[config.mk]
export PLATFORM = sky130hd
export DESIGN_NAME = mem_dump_reader
export DESIGN_NICKNAME = d
export VERILOG_FILES = /design/src/rtl/mem_dump_reader.sv
export SDC_FILE = /design/constraint.sdc
export NUM_CORES = 1
export LEC_CHECK = 0
export CORE_MARGIN = 5
export CORE_UTILIZATION = 55
export CTS_BUF_LIST = sky130_fd_sc_hd__clkbuf_4
export DETAILED_ROUTE_END_ITERATION = 10
export GPL_TIMING_DRIVEN = 0
export PLACE_DENSITY = 0.91
export SYNTH_ARGS = -nofsm -noshare
export SYNTH_HDL_FRONTEND = slang
export SYNTH_SLANG_ARGS = --single-unit
[constraint.sdc]
create_clock -name i_clk -period 5 [get_ports i_clk]
set_input_delay 0.75 -clock i_clk [delete_from_list [all_inputs] [get_ports i_clk]]
set_output_delay 0.75 -clock i_clk [all_outputs]
set_load 0.03 [all_outputs]
[src/rtl/mem_dump_reader.sv]
// mem_dump_reader: walks a data-memory range and streams each word LSB-first as bytes over valid/ready.
// Define MEM_DUMP_CHECKSUM_EN to append an XOR checksum trailer byte after the data bytes.
module mem_dump_reader #(
  parameter int NB_BITS  = 32,
  parameter int NB_DEPTH = 10
) (
  input  logic                i_clk,
  input  logic                i_rst,
  input  logic                i_start,
  input  logic                i_abort,
  input  logic [NB_DEPTH-1:0] i_base,
  input  logic [NB_DEPTH:0]   i_n_words,
  output logic [NB_DEPTH-1:0] o_mem_addr,
  output logic                o_mem_re,
  input  logic [NB_BITS-1:0]  i_mem_data,
  output logic [7:0]          o_tx_data,
  output logic                o_tx_valid,
  input  logic                i_tx_ready,
  output logic                o_busy,
  output logic                o_done
);
`ifdef MEM_DUMP_CHECKSUM_EN
  typedef enum logic [2:0] {IDLE, READ, WAIT, SEND, CHK, DONE} state_t;
  localparam state_t LAST = CHK;
`else
  typedef enum logic [2:0] {IDLE, READ, WAIT, SEND, DONE} state_t;
  localparam state_t LAST = DONE;
`endif
  localparam logic [NB_DEPTH:0]   ONE_WORD = 1;
  localparam logic [NB_DEPTH-1:0] ONE_ADDR = 1;
  state_t              state_q;
  logic [NB_DEPTH-1:0] addr_q;
  logic [NB_DEPTH:0]   left_q;
  logic [NB_DEPTH:0]   n_words_d;
  logic [NB_BITS-1:0]  word_q;
  logic [1:0]          idx_q;
  logic [7:0]          byte_d;
  assign n_words_d  = i_n_words[NB_DEPTH] ? {1'b1, {NB_DEPTH{1'b0}}} : i_n_words;
  assign byte_d     = word_q[{idx_q, 3'b000} +: 8];
  assign o_mem_addr = addr_q;
  assign o_mem_re   = state_q == READ;
  assign o_busy     = state_q != IDLE;
  assign o_done     = state_q == DONE;
`ifdef MEM_DUMP_CHECKSUM_EN
  logic [7:0] csum_q;
  assign o_tx_data  = state_q == CHK ? csum_q : byte_d;
  assign o_tx_valid = state_q == SEND || state_q == CHK;
`else
  assign o_tx_data  = byte_d;
  assign o_tx_valid = state_q == SEND;
`endif
  // Abort wins over every transition, even a handshake in the same cycle.
  always_ff @(posedge i_clk or negedge i_rst)
    if (!i_rst) begin
      state_q <= IDLE;
      addr_q  <= '0;
      left_q  <= '0;
      word_q  <= '0;
      idx_q   <= '0;
`ifdef MEM_DUMP_CHECKSUM_EN
      csum_q  <= '0;
`endif
    end else if (i_abort && state_q != IDLE) begin
      state_q <= IDLE;
    end else begin
      case (state_q)
        IDLE: if (i_start) begin
          addr_q  <= i_base;
          left_q  <= n_words_d;
          state_q <= n_words_d == '0 ? LAST : READ;
`ifdef MEM_DUMP_CHECKSUM_EN
          csum_q  <= '0;
`endif
        end
        READ: state_q <= WAIT;
        WAIT: begin
          word_q  <= i_mem_data;
          idx_q   <= '0;
          state_q <= SEND;
        end
        SEND: if (i_tx_ready) begin
          idx_q <= idx_q + 2'd1;
`ifdef MEM_DUMP_CHECKSUM_EN
          csum_q <= csum_q ^ byte_d;
`endif
          if (idx_q == 2'd3) begin
            left_q  <= left_q - ONE_WORD;
            addr_q  <= addr_q + ONE_ADDR;
            state_q <= left_q == ONE_WORD ? LAST : READ;
          end
        end
`ifdef MEM_DUMP_CHECKSUM_EN
        CHK: if (i_tx_ready) state_q <= DONE;
`endif
        DONE: state_q <= IDLE;
        default: state_q <= IDLE;
      endcase
    end
endmodule

Word level (Yosys, flattened, before mapping)
Cells that the tools add are included.
{ "op_classes": {"n_reduce_logical": 10, "shift": 1, "addsub": 3, "mux": 18, "bitwise_logic": 1, "n_eq_ne": 12} }
{ "ops": {"columns": ["cell", "n"], "rows": [
  ["two-way mux 11 bit", 4],
  ["variable part select 32 x 6 -> 8 bit", 1],
  ["two-way mux 10 bit", 3],
  ["one-hot mux 11 bit (2 select lines)", 1],
  ["one-hot mux 10 bit (2 select lines)", 1],
  ["two-way mux 3 bit", 6],
  ["one-hot mux 3 bit (4 select lines)", 1],
  ["equality test 11 x 1 -> 1 bit, second input constant", 1],
  ["zero test 11 bit", 1],
  ["subtractor 11 x 1 -> 11 bit, second input constant", 1],
  ["adder 10 x 1 -> 10 bit, second input constant", 1],
  ["equality test 3 x 2 -> 1 bit, second input constant", 2],
  ["!= test 3 x 1 -> 1 bit, second input constant", 2],
  ["AND reduction 3 bit", 2],
  ["AND reduction 5 bit", 1],
  ["!= test 2 x 1 -> 1 bit, second input constant", 2],
  ["one-hot mux 2 bit (2 select lines)", 1],
  ["nonzero test 2 bit", 2],
  ["equality test 3 x 1 -> 1 bit, second input constant", 1],
  ["equality test 3 bit, second input constant", 1],
  ["zero test 3 bit", 1],
  ["!= test 3 bit, second input constant", 1],
  ["nonzero test 3 bit", 1],
  ["adder 2 x 1 -> 2 bit, second input constant", 1],
  ["6 further kinds", 6]
]} }
{ "word_totals": {"inputBits": 58, "output_inout_bits": 22, "regBits": 58} }

Longest topological paths before layout
{ "logic_depth": {"word_depth": 6, "ltp_mapped": 7, "mapped_depth_nobuf": 6} }

Least setup slack after synthesis
OpenSTA, ideal clock, no wires.
{ "synth_timing": {"kind": "reg2out", "from": "reg state_q[2]", "to": "out o_tx_valid", "required_ns": 4.250, "stages_incl_launch_ff": 4, "path_buffers": 1, "t_arrival_ns": 1.303, "path_slack_ns": 2.947, "cell_sequence": "dfrtp_1 > nand3b_1 > inv_1 > clkbuf_1"} }
{ "synth_via": {"elab_chain_cells": 1} }
{ "synth_lines": {"columns": ["element", "line", "rtl"], "rows": [
  ["start, declared", "31", "state_t state_q;"],
  ["start signal, assigned", "70", "state_q <= n_words_d == '0 ? LAST : READ;"],
  ["start signal, assigned", "89", "state_q <= left_q == ONE_WORD ? LAST : READ;"],
  ["equality test 3 x 2 -> 1 bit", "50", "assign o_tx_valid = state_q == SEND;"],
  ["end, declared", "17", "output logic o_tx_valid,"]
]} }
No other way between the ends.

Worst setup path in the final report
Ends and elaborated chain as after synthesis.

==> impl_metrics.sql <==
INSERT INTO impl_metrics (metric_group, metric, value, unit) VALUES
('route', 'route.antenna.remaining_nets', '0', ''),
('sta', 'timing.fmax', '292', 'MHz'),
('logic_synthesis', 'post_synth_inst_count', '278', ''),
('sta', 'timing.final.hold_violations', '0', ''),
('global_route', 'vias_in_the_first_global_route', '2808', ''),
('sta', 'grt_setup_unrepaired', 'false', ''),
('floorplan', 'total_die_area', '7220', 'µm²'),
('global_route', 'met3_usage', '6.60', '%'),
('floorplan', 'fp.coreArea', '5470', 'µm²'),
('critical_path', 'worst-path-max-fanout', '10', ''),
('placement', 'place.detailed.hpwl', '6260', 'µm'),
('placement', 'placed_cells', '430', ''),
('logic_synthesis', 'yosysUniqueCellTypes', '50', ''),
('logic_synthesis', 'synth.yosys.seq_area_share', '47.0', '%'),
('sta', 'finClkSkew', '0.00597', 'ns'),
('route', 'drtIter0Drc', '184', ''),
('clock_network', 'cts-hold-fix-buffers', '0', ''),
('route', 'via_count_of_the_routed_design', '2745', ''),
('clock_network', 'post_cts.repair.setup_buffers', '0', ''),
('global_route', 'grt_overflow_total', '0', ''),
('critical_path', 'critical_path_class', 'register to primary output', ''),
('sta', 'whs', '0.404', 'ns'),
('final_layout', 'multi_input_gate_area', '1490', 'µm²'),
('sta', 'min_tclk_post_route', '3.42', 'ns'),
('final_layout', 'stdcell_area', '4110', 'µm²'),
('final_layout', 'finish.cell_count_without_fillers', '446', ''),
('logic_synthesis', 'cell_type_with_the_largest_total_area_after_synthesis', 'dfrtp_1', ''),
('placement', 'placed_cell_area', '3990', 'µm²'),
('route', 'drc', '0', ''),
('logic_synthesis', 'ys.flop_type', 'dfrtp_1', ''),
('critical_path', 'crit_end_category', 'primary output', ''),
('route', 'route.detailed.wl_per_inst', '18.8', 'µm'),
('global_route', 'grt-busiest-layer', 'met2', ''),
('placement', 'port-buffer-count', '79', ''),
('clock_network', 'tritoncts_num_sinks', '58', ''),
('floorplan', 'top_level_ports', '80', ''),
('logic_synthesis', 'postSynthNetCount', '340', ''),
('logic_synthesis', 'synth-seq-cells', '58', ''),
('global_route', 'largest_net_degree_at_the_start_of_global_routing', '32', ''),
('floorplan', 'dieHeight', '85.0', 'µm'),
('logic_synthesis', 'synth_area_per_cell', '11.1', 'µm²'),
('floorplan', 'chipWidth', '85.0', 'µm'),
('critical_path', 'critPathRequiredTime', '4.25', 'ns'),
('final_layout', 'fill_cells', '383', ''),
('logic_synthesis', 'synth_enable_flop_cells', '0', ''),
('floorplan', 'rows', '27', ''),
('clock_network', 'max-clock-path-buffers', '2', ''),
('logic_synthesis', 'post-synth-top-count-cell', 'dfrtp_1', ''),
('logic_synthesis', 'netlist_area_pre_place', '3090', 'µm²'),
('route', 'drt_first_pass_iters', '5', ''),
('hold_path', 'worstHoldPathType', 'input port to asynchronous set/reset pin', ''),
('sta', 'max-slew-margin-rel', '51.9', '%'),
('status', 'outcome', 'complete, no violations', ''),
('route', 'per_cell_via_count_in_the_routed_design', '6.15', ''),
('sta', 'totalNegativeSetupSlack', '0', 'ns'),
('critical_path', 'cp-start-kind', 'register', ''),
('final_layout', 'finish.net_count', '431', ''),
('logic_synthesis', 'synth_top_area_share', '47.0', '%'),
('logic_synthesis', 'ys.warnings.count', '0', ''),
('global_route', 'grt_antenna_before_repair', '0', ''),
('power_and_ir_drop', 'design_power_total', '2.15', 'mW'),
('critical_path', 'reg2reg_path_depth', '6', ''),
('logic_synthesis', 'top_cells_by_area_synth', 'dfrtp_1 (47%), mux2_2 (12%), mux4_2 (5.8%)', ''),
('clock_network', 'cts_tree', 'built', ''),
('placement', 'routabilityCongestion', '0.943', ''),
('clock_network', 'cts_max_level', '3', ''),
('power_and_ir_drop', 'leakage', '1.66', 'nW'),
('logic_synthesis', 'ys_async_sr_fraction', '100', '%'),
('clock_network', 'clk_transition_reported_paths', '0.10', 'ns'),
('final_layout', 'antenna_cells_inserted', '0', ''),
('final_layout', 'reg_area', '1450', 'µm²');
-- layer usage --
layer	share of wire [%]	routed length, µm	vias to the layer above
li1	-	-	1225
met1	40	3380	1383
met2	51	4300	117
met3	6.5	545	20
met4	2.1	177	0
met5	0	0	-
-- area by class of cell --
class | count | share of cell area [%]
multi-input cells | 193 | 36.3
flip-flops and latches | 58 | 35.3
repair buffers | 80 | 19.6
plain buffers | 20 | 2.89
well taps | 72 | 2.19
clock buffers | 9 | 1.64
clock inverters | 7 | 1.46
inverters | 7 | 0.639
-- where the power goes --
group          total (mW)  switching, mW  internal (mW)
Combinational        1.01          0.517          0.488
Sequential          0.827          0.157          0.669
Clock               0.322          0.176          0.147
-- path summary, 6_finish.rpt --
check | from | end | slack (ns)
max | state_q[2] | o_tx_valid | 1.58
max in group asynchronous | i_rst | word_q[28] | 4.00
min in group i_clk | word_q[22] | word_q[22] | 0.51
max reg2reg | state_q[1] | left_q[5] | 3.00
min reg2reg | word_q[22] | word_q[22] | 0.51
min | i_rst | state_q[1] | 0.40
-- registers in the layout, summed over array words and instances (netlist names) --
register	count
o_mem_addr	10
word_q	32
idx_q	2
left_q	11
state_q	3
-- stage by stage --
step	utilization [%]	worst slack [ns]
3_3_place_gp	72.6	1.36
4_1_cts	75.2	1.60
6_report	75.2	1.58
5_1_grt	75.2	1.45
3_5_place_dp	72.8	2.06
2_1_floorplan	-	2.95
-- cells by family after synthesis --
group                      after synthesis  synth area share, %
muxes                                   41                 17.8
and+or+nand+nor                         71                 12.3
adders and majority gates                4                 1.62
AOI/OAI and AO/OA                       77                 16.6
buffers and inverters                   27                 4.70
DFF                                     58                 47.0
-- critical path, cell delays in order, from the launching register on --
cell and delay [ns]:
dfrtp_1 0.49, nand3b_1 0.37, inv_1 0.23, clkbuf_1 0.41, clkdlybuf4s50_1 0.77
-- cells in the final DEF (no fill, tap or decap), types with 8 or more instances in the layout --
cell / netlist / final
o21ai_0: 16 / 16
clkbuf_4: 0 / 9
a21oi_1: 15 / 15
clkdlybuf4s50_1: 0 / 78
nor2_1: 18 / 18
mux2_2: 32 / 32
dfrtp_1: 58 / 58
nand2_1: 10 / 10
o21ai_1: 13 / 13
mux4_2: 8 / 8
Note: power is estimated with default switching activity, not from simulation.
